## src/rtl/uart_byte_rx.sv

```systemverilog
// uart_byte_rx: synchronised UART receiver (8N1) with a single-entry valid/ready holding register.
// Define UART_RX_PARITY_EN to receive 8E1 frames and drive parity_err.
module uart_byte_rx #(
    parameter int CLKS_PER_BIT = 434,
    parameter int SYNC_STAGES  = 2
) (
    input  logic       clk,
    input  logic       rst,
    input  logic       fpag_uart_rx,
    output logic [7:0] rx_data,
    output logic       rx_valid,
    input  logic       rx_ready,
    output logic       frame_err,
    output logic       parity_err,
    output logic       overrun
);
    localparam int CW = $clog2(CLKS_PER_BIT + 1);
    localparam logic [CW-1:0] HALF = CW'(CLKS_PER_BIT / 2);
    localparam logic [CW-1:0] FULL = CW'(CLKS_PER_BIT);

`ifdef UART_RX_PARITY_EN
    typedef enum logic [2:0] {S_IDLE, S_START, S_DATA, S_PARITY, S_STOP} state_t;
`else
    typedef enum logic [1:0] {S_IDLE, S_START, S_DATA, S_STOP} state_t;
`endif

    state_t state_q, state_d;
    logic [SYNC_STAGES-1:0] sync_q, vld_pipe;
    logic          rxs, armed, expire;
    logic [CW-1:0] cnt;
    logic [2:0]    idx;
    logic [7:0]    shreg;
    logic          ld_half, ld_full, take_bit, stop_smp;
    logic          stop_ok, par_bad, deliver, accept;

    // vld_pipe marks when the chain holds real pin samples rather than reset ones,
    // so the reset value of the synchroniser can never arm the receiver.
    always_ff @(posedge clk) begin
        if (rst) begin
            sync_q   <= '1;
            vld_pipe <= '0;
        end else begin
            sync_q   <= {sync_q[SYNC_STAGES-2:0], fpag_uart_rx};
            vld_pipe <= {vld_pipe[SYNC_STAGES-2:0], 1'b1};
        end
    end

    assign rxs = sync_q[SYNC_STAGES-1];

    always_ff @(posedge clk) begin
        if (rst)
            armed <= 1'b0;
        else if (vld_pipe[SYNC_STAGES-1] && rxs)
            armed <= 1'b1;
    end

    // Expiry is the step from 1 down to 0.
    assign expire = (cnt == CW'(1));

    always_ff @(posedge clk) begin
        if (rst) state_q <= S_IDLE;
        else     state_q <= state_d;
    end

    always_comb begin
        state_d = state_q;
        case (state_q)
            S_IDLE:   if (armed && !rxs) state_d = S_START;
            S_START:  if (expire) state_d = rxs ? S_IDLE : S_DATA;
`ifdef UART_RX_PARITY_EN
            S_DATA:   if (expire && idx == 3'd7) state_d = S_PARITY;
            S_PARITY: if (expire) state_d = S_STOP;
`else
            S_DATA:   if (expire && idx == 3'd7) state_d = S_STOP;
`endif
            S_STOP:   if (expire) state_d = S_IDLE;
            default:  state_d = S_IDLE;
        endcase
    end

`ifdef UART_RX_PARITY_EN
    logic take_par, par_bit;
`endif

    always_comb begin
        ld_half  = 1'b0;
        ld_full  = 1'b0;
        take_bit = 1'b0;
        stop_smp = 1'b0;
`ifdef UART_RX_PARITY_EN
        take_par = 1'b0;
`endif
        case (state_q)
            S_IDLE:   ld_half = armed && !rxs;
            S_START:  ld_full = expire && !rxs;
            S_DATA:   begin
                take_bit = expire;
                ld_full  = expire;
            end
`ifdef UART_RX_PARITY_EN
            S_PARITY: begin
                take_par = expire;
                ld_full  = expire;
            end
`endif
            S_STOP:   stop_smp = expire;
            default:  ;
        endcase
    end

    always_ff @(posedge clk) begin
        if (rst) begin
            cnt   <= '0;
            idx   <= '0;
            shreg <= '0;
        end else begin
            if (ld_half)
                cnt <= HALF;
            else if (ld_full)
                cnt <= FULL;
            else if (cnt != '0)
                cnt <= cnt - CW'(1);
            if (state_q == S_START && expire)
                idx <= '0;
            else if (take_bit)
                idx <= idx + 3'd1;
            if (take_bit)
                shreg[idx] <= rxs;
        end
    end

`ifdef UART_RX_PARITY_EN
    always_ff @(posedge clk) begin
        if (rst)           par_bit <= 1'b0;
        else if (take_par) par_bit <= rxs;
    end

    assign par_bad = ^{shreg, par_bit};

    always_ff @(posedge clk) begin
        if (rst) parity_err <= 1'b0;
        else     parity_err <= stop_ok && par_bad;
    end
`else
    assign par_bad    = 1'b0;
    assign parity_err = 1'b0;
`endif

    assign stop_ok = stop_smp && rxs;
    assign deliver = stop_ok && !par_bad;
    assign accept  = rx_valid && rx_ready;

    // A byte arriving in the same cycle the consumer drains the register is not an overrun.
    always_ff @(posedge clk) begin
        if (rst) begin
            rx_data   <= '0;
            rx_valid  <= 1'b0;
            frame_err <= 1'b0;
            overrun   <= 1'b0;
        end else begin
            frame_err <= stop_smp && !rxs;
            overrun   <= 1'b0;
            if (deliver && (!rx_valid || accept)) begin
                rx_data  <= shreg;
                rx_valid <= 1'b1;
            end else begin
                if (deliver) overrun  <= 1'b1;
                if (accept)  rx_valid <= 1'b0;
            end
        end
    end

endmodule

```

## config.mk

```make
export PLATFORM = sky130hd
export DESIGN_NAME = uart_byte_rx
export DESIGN_NICKNAME = d
export VERILOG_FILES = /design/src/rtl/uart_byte_rx.sv
export SDC_FILE = /design/constraint.sdc
export NUM_CORES = 1
export LEC_CHECK = 0
export BUFFER_PORTS_ARGS = -buffer_cell sky130_fd_sc_hd__buf_4
export CORE_ASPECT_RATIO = 1.75
export CORE_UTILIZATION = 52
export CTS_CLUSTER_DIAMETER = 200
export DETAILED_ROUTE_END_ITERATION = 10
export PLACE_DENSITY_LB_ADDON = 0.12
export SYNTH_ARGS = -nofsm -noshare
export SYNTH_HDL_FRONTEND = slang
export SYNTH_SLANG_ARGS = --single-unit
```

## constraint.sdc

```tcl
create_clock -name clk -period 1.9 [get_ports clk]
set_clock_uncertainty 0.1 [all_clocks]
set_input_delay 0.38 -clock clk [delete_from_list [all_inputs] [get_ports clk]]
set_output_delay 0.38 -clock clk [all_outputs]
set_load 0.02 [all_outputs]
```

## Yosys cells after proc, flatten, opt, wreduce, memory -nomap -nowiden

Index checks and enable logic that the tools add are counted.

- Register bits after elaboration: 38
- Input port bits: 4
- Output and inout bits: 12
- Logic and storage cells: 70

- Add/sub/neg operators: 2
- Magnitude comparators: 2
- Equality and inequality tests: 9
- Multiplexer cells: 20
- Reductions and logical operators: 23

Operators with widths:

| operator | count |
|---|---|
| $mux W9 | 2 |
| $logic_and A1 B1 Y1 | 10 |
| $mux W2 | 5 |
| $eq A9 B1 Y1 const B | 1 |
| $reduce_bool A9 Y1 | 1 |
| $sub A9 B1 Y9 const B | 1 |
| $bwmux W8 | 1 |
| $mux W1 | 8 |
| $mux W8 | 1 |
| $ne A2 B2 Y1 const B | 4 |
| $pmux W2 S4 | 1 |
| $reduce_or A2 Y1 | 3 |
| $eq A2 B2 Y1 const B | 2 |
| $lt A3 B4 Y1 const B | 1 |
| $reduce_and A4 Y1 | 1 |
| $reduce_bool A2 Y1 | 2 |
| $add A3 B1 Y3 const B | 1 |
| $demux W1 S3 | 1 |
| $eq A3 B3 Y1 const B | 1 |
| $ge A3 B1 Y1 const B | 1 |
| $reduce_bool A3 Y1 | 1 |
| $reduce_or A3 Y1 | 1 |
| $eq A2 B1 Y1 const B | 1 |
| $logic_not A1 Y1 | 2 |
| 3 further kinds | 3 |

## Depth between registers and ports, before layout

- Word-level depth: 5
- Mapped depth: 7

## Worst setup path after synthesis

Ideal clock, no wire load.

- Path kind: reg-to-reg
- Start point: reg cnt[7]
- End point: reg rx_data[0]
- Library setup time: 0.128 ns
- Arrival time: 1.551 ns
- Required time: 1.672 ns
- Path slack: 0.121 ns
- Cell stages (with the launch flop): 7
- Buffers on the path: 1
- Clock period less this slack: 1.779 ns
- Cell sequence: dfxtp_1 nor4_4 nand3_1 nor3b_1 buf_4 mux2i_1 nor2_1

- Cells in the longest elaborated chain, start to end: 4

RTL lines:

| element | RTL line | source |
|---|---|---|
| start: declaration | 30 | `logic [CW-1:0] cnt;` |
| start signal: assignment | 122 | `cnt <= cnt - CW'(1);` |
| $eq A9 B1 Y1 | 58 | `assign expire = (cnt == CW'(1));` |
| $mux W1 | 93 | `case (state_q)` |
| $logic_and A1 B1 Y1 | 149 | `assign stop_ok = stop_smp && rxs;` |
| $logic_and A1 B1 Y1 | 163 | `if (deliver && (!rx_valid \|\| accept)) begin` |
| end signal: assignment | 164 | `rx_data <= shreg;` |
| end: declaration | 10 | `output logic [7:0] rx_data,` |

No other way between the ends.
A chain may end at the register's enable or synchronous reset.

## Worst setup path in the final report

- Start point: reg state_q[0]
- End point: reg shreg[1]

- Cells in the longest elaborated chain, start to end: 2

RTL lines:

| element | RTL line | source |
|---|---|---|
| start: declaration | 27 | `state_t state_q, state_d;` |
| start signal: assignment | 62 | `else state_q <= state_d;` |
| $eq A2 B2 Y1 | 93 |  |
| $mux W1 | 93 |  |
| end signal: indexed assignment | 128 | `shreg[idx] <= rxs;` |
| end: declaration | 32 | `logic [7:0] shreg;` |

No other way between the ends.

==> results.tsv <==
metric	value	unit
Die W	46.25	um
Final Hold Viols	0	
critical path required time	1.96	ns
Worst R2R Setup Slack	0.09	ns
final setup fails	0	
Die ar.	3674	um^2
drt wl/cell	15.28	um
critical path launch point type	flip-flop	
hold depth	2	
RePlAce Congestion	0.9468	
nets	237	
Worst Hold Path EP	sync_q[0]$_SDFF_PP1_	
initial drt markers	49	
Starting Density	55.52	%
First-pass DRT Iterations	4	
count of state elements after synthesis	38	
Yosys top cell by area	dfxtp_1	
share of cells above drive strength 1	22.22	%
Area Growth Syn to Fin	18.82	%
Synth top area share	42.70	%
largest cells by area after synthesis	dfxtp_1 43%, mux2i_1 6.7%, ha_1 6.3%	
FF-to-FF End	shreg[1]$_SDFFE_PP0P_	
ANT nets after route	0	
sequential fraction of the synthesis area	42.70	%
Worst R2R Start	state_q[0]$_SDFFE_PP0P_	
fin cells	268	
IO Pins	16	
initial antenna violation count	0	
clk_lat worst skew	0.28	ns
worst-path maximum fanout	7	
Fillers	284	
first-pass GRT wire length	6630	um
multi-input logic area	973.4	um^2
worst reg2reg path depth	6	
Pleak	0.0008023	uW
GRT Total Usage	25.33	%
Vert. Die Dim	79.44	um
antenna cells	0	
CP endpoint kind	flip-flop	
most frequent cells in the layout	37 x dfxtp_1, 26 x buf_4, 24 x nor2_1, 16 x nand2_1, 14 x o21ai_0	
final setup TNS	0	ns
library cells used by synthesis	41	
port buffer count	14	
vias per std cell	5.612	
register area	762.0	um^2
Max Cap Viol	0	
clock sinks	38	
Worst Hold Launch	fpag_uart_rx	
Yosys warning total	0	
vias in the first global route	1492	
Max H-tree Level	2	
endpoint arrival time on the critical path	1.88	ns
fin crit share	95.42	%
cell area after synthesis	1782	um^2
CTS Buf Count	5	
clk buf depth	2	
Hold Crit Class	in2reg	
post-synthesis area per instance	9.044	um^2
highest clock rate	0.5516	GHz
Post-synth EDFFs	0	
Root Driver	clkbuf_8	
GR Overflow Total	0	
Clk pin slew, worst setup/hold paths	0.07	ns
cells after synthesis	197	
critical path type	reg2reg	
commonest non-fill, non-tap cell in the layout	dfxtp_1	
Worst Hold Slack	0.1868	ns
core area	3209	um^2
CTS tree	built	
via count	1504	
DRC violations left	0	
Cells after DPL	259	
final wirelength	4095	um
Top FF cell, synth	dfxtp_1	
post-route minimum period	1.813	ns
Tot Pwr	2534	uW
largest net degree at the start of global routing	34	
PwrDens	1197	nW/um^2
post-synthesis async set-or-reset flop share	0	%
row count	27	
status	completed	
Max rail drop VDD	0.0008147	V
DP Wirelength	3139	um
max-slew violation count	0	
syn_nets	210	
[worst max path at each step]
stage | from | to | slack, ns | cells after the start
after floorplan | cnt[7]$_SDFFE_PP0P_ | rx_data[0]$_SDFFE_PP0P_ | 0.12 | 6
after global placement | cnt[7]$_SDFFE_PP0P_ | shreg[3]$_SDFFE_PP0P_ | 0.16 | 6
after detailed placement | cnt[7]$_SDFFE_PP0P_ | shreg[1]$_SDFFE_PP0P_ | 0.09 | 6
after CTS | cnt[7]$_SDFFE_PP0P_ | rx_data[2]$_SDFFE_PP0P_ | 0.03 | 6
after global routing | state_q[0]$_SDFFE_PP0P_ | shreg[1]$_SDFFE_PP0P_ | -0.0002 | 6
final | state_q[0]$_SDFFE_PP0P_ | shreg[1]$_SDFFE_PP0P_ | 0.09 | 6
[routing by layer]
layer	vias to the layer above	share of wire, %	wire (um)	GRT usage (%)
met5	-	0	0	0
met4	0	3.1	125	14.12
met3	12	2.1	84	3.846
met2	26	58	2367	47.18
met1	719	37	1518	24.18
li1	747	-	-	-
[layout make-up]
cell class / instances / area share, %
multi-input combinational: 145 / 45.98
timing repair buffer: 27 / 9.752
inverter: 7 / 1.241
clock buffer: 6 / 3.901
clock inverter: 2 / 0.5910
tap: 43 / 2.541
sequential: 38 / 35.99
[repair_timing]
item                                    4_1_cts  5_1_grt
hold buffers                                  0        0
hold endpoints to repair                      0        0
buffers inserted                              0        1
endpoints found under the setup margin        0       12
resized for setup                             0        5
[through the flow]
stage / utilization, % / setup slack, ns / area [um^2]
2_1_floorplan: - / 0.1210 / 1782
3_3_place_gp: 62.18 / 0.1554 / 1996
3_5_place_dp: 62.18 / 0.09334 / 1996
4_1_cts: 65.15 / 0.03227 / 2091
5_1_grt: 65.96 / -0.0002418 / 2117
6_report: 65.96 / 0.08696 / 2117
[cells by family after synthesis]
group | Yosys count | share of synthesized area, %
simple gates | 77 | 24.86
compound gates | 43 | 14.12
flops | 38 | 42.70
buf+inv | 14 | 3.441
mux | 13 | 7.374
fa+ha+maj | 9 | 6.320
xor+xnor | 2 | 0.9833
other cells | 1 | 0.2105
[critical path, stage by stage (launching register included)]
cell and delay (ns):
dfxtp_1 0.35, inv_1 0.11, ha_1 0.34, nand4_2 0.19, nor4b_2 0.31, mux2i_1 0.23
nor2_1 0.06
[sequential cells by signal (all words and copies together), names as in the netlist, 2 cells and up, named ones only]
signal    cells
cnt           9
idx           3
rx_data       8
shreg         8
sync_q        2
vld_pipe      2
[synth_stat cells, types with 2 or more instances]
cell,count
and2_1,3
nor3_1,6
nor4_1,2
ha_1,9
nand2_1,16
nor4b_2,2
clkbuf_1,4
a21oi_1,13
nand2b_1,3
nor2_1,24
inv_1,7
xnor2_1,2
o22ai_1,2
a211oi_1,3
o21ai_0,14
a31oi_1,6
dfxtp_1,38
or2_2,2
mux2i_1,12
nand3_1,4
nor2b_1,4
buf_4,2
[power by group]
part / switching [uW] / internal [uW] / total [uW]
clock network: 269 / 291 / 561
registers: 111 / 885 / 996
logic: 504 / 474 / 977
total: 884 / 1650 / 2530
Power figures use the tool's default switching activity.
